[src/rtl/fib_index_finder.sv]
// fib_index_finder
//   Classifies a WIDTH-bit value against the Fibonacci sequence
//   F(0)=0, F(1)=1, F(2)=1, F(3)=2, ...
//   The sequence is stepped one term per clock. The result is:
//     is_fib=1, fib_index = smallest n with F(n) == value, or
//     is_fib=0, fib_index = smallest n with F(n) >  value.
//
// Ports
//   clock     : system clock, rising edge
//   reset     : synchronous active-low reset
//   start     : request, sampled only in IDLE
//   value     : number to classify, latched when start is accepted
//   busy      : high from the edge after acceptance until the block is back in IDLE
//   done      : one-cycle result-valid pulse
//   is_fib    : value is a Fibonacci number
//   fib_index : matching or first-exceeding index
//
// Timing (edge 0 accepts start)
//   The search compares F(k) against the target at edges 1..n+1.
//   At edge n+1 the result is written and the FSM moves to DONE.
//   DONE raises the registered done at edge n+2 and returns to IDLE.
//   busy is cleared only by IDLE's own update at edge n+3. As a result,
//   a start held high is accepted again at edge n+3 with no gap in busy.
module fib_index_finder #(
  parameter int WIDTH     = 20,
  parameter int IDX_WIDTH = 8
) (
  input  logic                 clock,
  input  logic                 reset,
  input  logic                 start,
  input  logic [WIDTH-1:0]     value,
  output logic                 busy,
  output logic                 done,
  output logic                 is_fib,
  output logic [IDX_WIDTH-1:0] fib_index
);

  typedef enum logic [1:0] {IDLE, SEARCH, DONE} state_t;

  state_t                 state;
  logic [WIDTH-1:0]       target;
  // The terms are two bits wider than the input. The first term above
  // 2^WIDTH-1 must not wrap, and neither must the look-ahead sum b.
  logic [WIDTH+1:0]       a, b;
  logic [IDX_WIDTH-1:0]   k;
  logic [WIDTH+1:0]       target_x;

  assign target_x = {2'b00, target};

  always_ff @(posedge clock) begin
    if (!reset) begin
      state     <= IDLE;
      target    <= '0;
      a         <= '0;
      b         <= '0;
      k         <= '0;
      busy      <= 1'b0;
      done      <= 1'b0;
      is_fib    <= 1'b0;
      fib_index <= '0;
    end else begin
      case (state)
        IDLE: begin
          done <= 1'b0;
          if (start) begin
            target <= value;
            a      <= '0;
            b      <= (WIDTH+2)'(1);
            k      <= '0;
            busy   <= 1'b1;
            state  <= SEARCH;
          end else begin
            busy   <= 1'b0;
          end
        end
        SEARCH: begin
          if (a == target_x) begin
            is_fib    <= 1'b1;
            fib_index <= k;
            state     <= DONE;
          end else if (a > target_x) begin
            is_fib    <= 1'b0;
            fib_index <= k;
            state     <= DONE;
          end else begin
            a <= b;
            b <= a + b;
            k <= k + IDX_WIDTH'(1);
          end
        end
        DONE: begin
          done  <= 1'b1;
          state <= IDLE;
        end
        default: state <= IDLE;
      endcase
    end
  end

endmodule

[config.mk]
export PLATFORM = sky130hd
export DESIGN_NAME = fib_index_finder
export DESIGN_NICKNAME = d
export VERILOG_FILES = /design/src/rtl/fib_index_finder.sv
export SDC_FILE = /design/constraint.sdc
export NUM_CORES = 1
export LEC_CHECK = 0
export CORE_AREA = 5 5 104 106
export DETAILED_ROUTE_END_ITERATION = 8
export DIE_AREA = 0 0 109 111
export GPL_TIMING_DRIVEN = 0
export PLACE_DENSITY = 0.78
export SKIP_CTS_REPAIR_TIMING = 1
export SKIP_LAST_GASP = 1
export SLEW_MARGIN = 20
export SYNTH_ARGS = -nofsm -noshare
export SYNTH_HDL_FRONTEND = slang
export SYNTH_SLANG_ARGS = --single-unit
[constraint.sdc]
create_clock -name clock -period 3.05 [get_ports clock]
set_input_delay 0.305 -clock clock [delete_from_list [all_inputs] [get_ports clock]]
set_output_delay 0.305 -clock clock [all_outputs]
set_load 0.05 [all_outputs]
==> flow_summary.toml <==
[run_status]
run_status = "complete, no violations"

[synth]
synth.avg_cell_area_sq_um = 8.07
yosys_most_used_dff = "dfxtp_1"
synth_edf_count = 0
synth_seq_area_share_pct = 35.6
postSynthRegisterBits = 85
syn-cell-area_sq_um = 4780
ys_types = 56
syn-num-nets = 658
ffs_w_async_s_r_synth_pct = 0
synthesis.yosys.warnings = 0
postSynthCellCount = 592

[clock_tree]
cts_buffers = 9
tritoncts = "yes"
cts.clk_slew.worst_paths_ps = 90
ctsHtreeMaxLevel = 3
clk_latency_ps = 360
cts_max_path_buffers = 2
numClockSinks = 85
cts-root-buf = "clkbuf_8"

[setup_path]
cpPeakStageDelay_ps = 380
start_kind = "flop"
cp_common_cell = "a21oi_1"
crit_family = "compound AO/OA/AOI/OAI gates"
cp_data_required_time_ps = 3300
worstPathMaxFanout = 4
timing.critical_path.cells = "ha_1 -> inv_1 -> fa_1 -> nand2b_1 -> a21oi_1 -> o311ai_1 -> a21oi_1 -> a221oi_1 -> o311ai_0"
kind_of_end_point_of_the_critical_path = "flop"
worst-endpoint-arrival_ps = 3070
worst-setup-path-type = "reg -> reg"
slowest_stage = "dfxtp_1"
critPathBufInv = 1

[sta]
slew_headroom_pct = 59.5
final-hold-violation-count = 0
grt_setup_unrepaired = "false"
finalSetupViolations = 0
maxSlewViolCount = 0
final_critical_path_setup_slack_ps = 230
final.setup_skew_ps = 10.8
finalSetupTns_ps = 0
fmax_mhz = 355
layout_worst_path_cycle_share_pct = 92.5
timing.final.crit_period_ps = 2820
tightest_slew_ps = 608

[drt]
route.antenna.remaining_nets = 0
drt_pass1_iterations = 6
drc = 0
wl_per_cell_um = 16.1
drt-vias-per-instance = 5.78
dr_total_vias = 4466
detailedRoute.firstIterationViolations = 348
drt_wl_total_mm = 12.4

[layout]
finalNetCount = 701
filler_cell_count = 876
finalInstanceArea_sq_um = 5460
final_common_cell = "nand2_1"
synth_to_final_area_change_pct = 14.3
layout.cells.most_common_list = "88 x nand2_1, 85 x dfxtp_1, 82 x a21oi_1"
layout-drive-gt1-share_pct = 6.25
post_layout_nonfiller_instances = 773
antenna_cells_inserted = 0

[power_and_ir_drop]
p_leak_nw = 2.20
power.density_nw_per_um2 = 437
irDropWorstVdd_uv = 262

[placement]
dp_cells = 757
post-place-ws_ps = 311
place.detailed.hpwl_mm = 9.38
postPlaceCellArea_sq_um = 5260
portBuffers = 32
gp_congestion = 0.868

[global_routing]
grt_pass1_vias = 4434
grt_overflow_total = 0
grt_start_max_net_pins = 16
first_pass_grt_wire_length_mm = 20.7
grt_use_total_pct = 21.1
grt_antenna_before_repair = 0

[die]
num_io_pins = 34
fp.dieH_um = 111
floorplan.die.width_um = 109
die_area_sq_um = 12100
initial_standard_cell_utilization_of_the_core_pct = 49.3
placementRows = 36
placeableCoreArea_sq_um = 9680

[flow_run]
max_cap_viol = 0

[hold_path]
hold_path.class = "in -> reg"
[report_power, final]
| group | switching [mW] | internal, mW | total [mW] |
|---|---|---|---|
| Sequential | 0.0202 | 1.14 | 1.16 |
| Clock | 0.432 | 0.383 | 0.815 |
| Combinational | 0.268 | 0.142 | 0.411 |
[worst paths after layout]
kind,startpoint,endpoint,slack [ps],cells after the start
setup / recovery,b[0],b[20],230,9
hold / removal,reset,b[19],440,3
setup reg to reg,b[0],b[20],230,9
hold reg to reg,target[4],target[4],460,2
[logic make-up after synthesis]
logic type                 Yosys count  share of synthesized area [%]
and+or+nand+nor                    220                           22.6
AOI/OAI and AO/OA                  161                           20.4
DFF                                 85                           35.6
buffers and inverters               63                           6.13
adders and majority gates           43                           11.4
xor gates and xnor gates            10                           1.83
muxes                               10                           2.10
[area by class of cell]
type	count	area, sq um	share of cell area (%)
multi-input cells	444	2780	51.0
flip-flops and latches	85	1700	31.2
repair buffers	32	320	5.86
plain buffers	34	184	3.37
well taps	133	166	3.05
clock buffers	9	124	2.27
inverters	29	109	1.99
clock inverters	7	73.8	1.35
[state kept, by name, indices dropped and copies added (netlist names)]
register	flops
done	1
fib_index	8
target	20
b	22
k	8
is_fib	1
busy	1
a	22
state	2
[cells in the mapped netlist, types with 7 or more instances]
cell type  instances  area [sq um]
nand2_1           88           330
nand4_1           15          93.8
ha_1              42           526
inv_1             28           105
mux2i_1           10           100
nor4_1             7          43.8
nand3_1           41           205
a31oi_1            8          50.1
a21oi_1           82           410
nor3_1             8          40.0
clkbuf_1          18          67.6
dfxtp_1           85          1700
buf_4              8          60.1
nor2_1            27           101
a21o_1            12          90.1
o21ai_0           24           120
[metal layers]
metal / track usage [%] / part of all wire [%] / vias to the layer above
li1: - / - / 2212
met5: 0 / 0 / -
met4: 6.14 / 2.0 / 0
met2: 35.1 / 48 / 122
met3: 5.24 / 6.4 / 22
met1: 26.7 / 44 / 2110
[through the flow]
step	total power, mW	utilization [%]	hold slack, ps
after floorplan	1.45	-	436
after global placement	1.58	54.4	445
after detailed placement	1.59	54.4	448
after CTS	2.38	56.4	448
after global routing	2.48	56.4	481
final	2.39	56.4	440
[worst min-delay path: cells and delay by family]
kind | cells | cell delay (ps)
AO/OA/AOI/OAI | 1 | 90
buffers and inverters | 1 | 220
AND/OR/NAND/NOR | 1 | 130
Power figures use the tool's default switching activity.
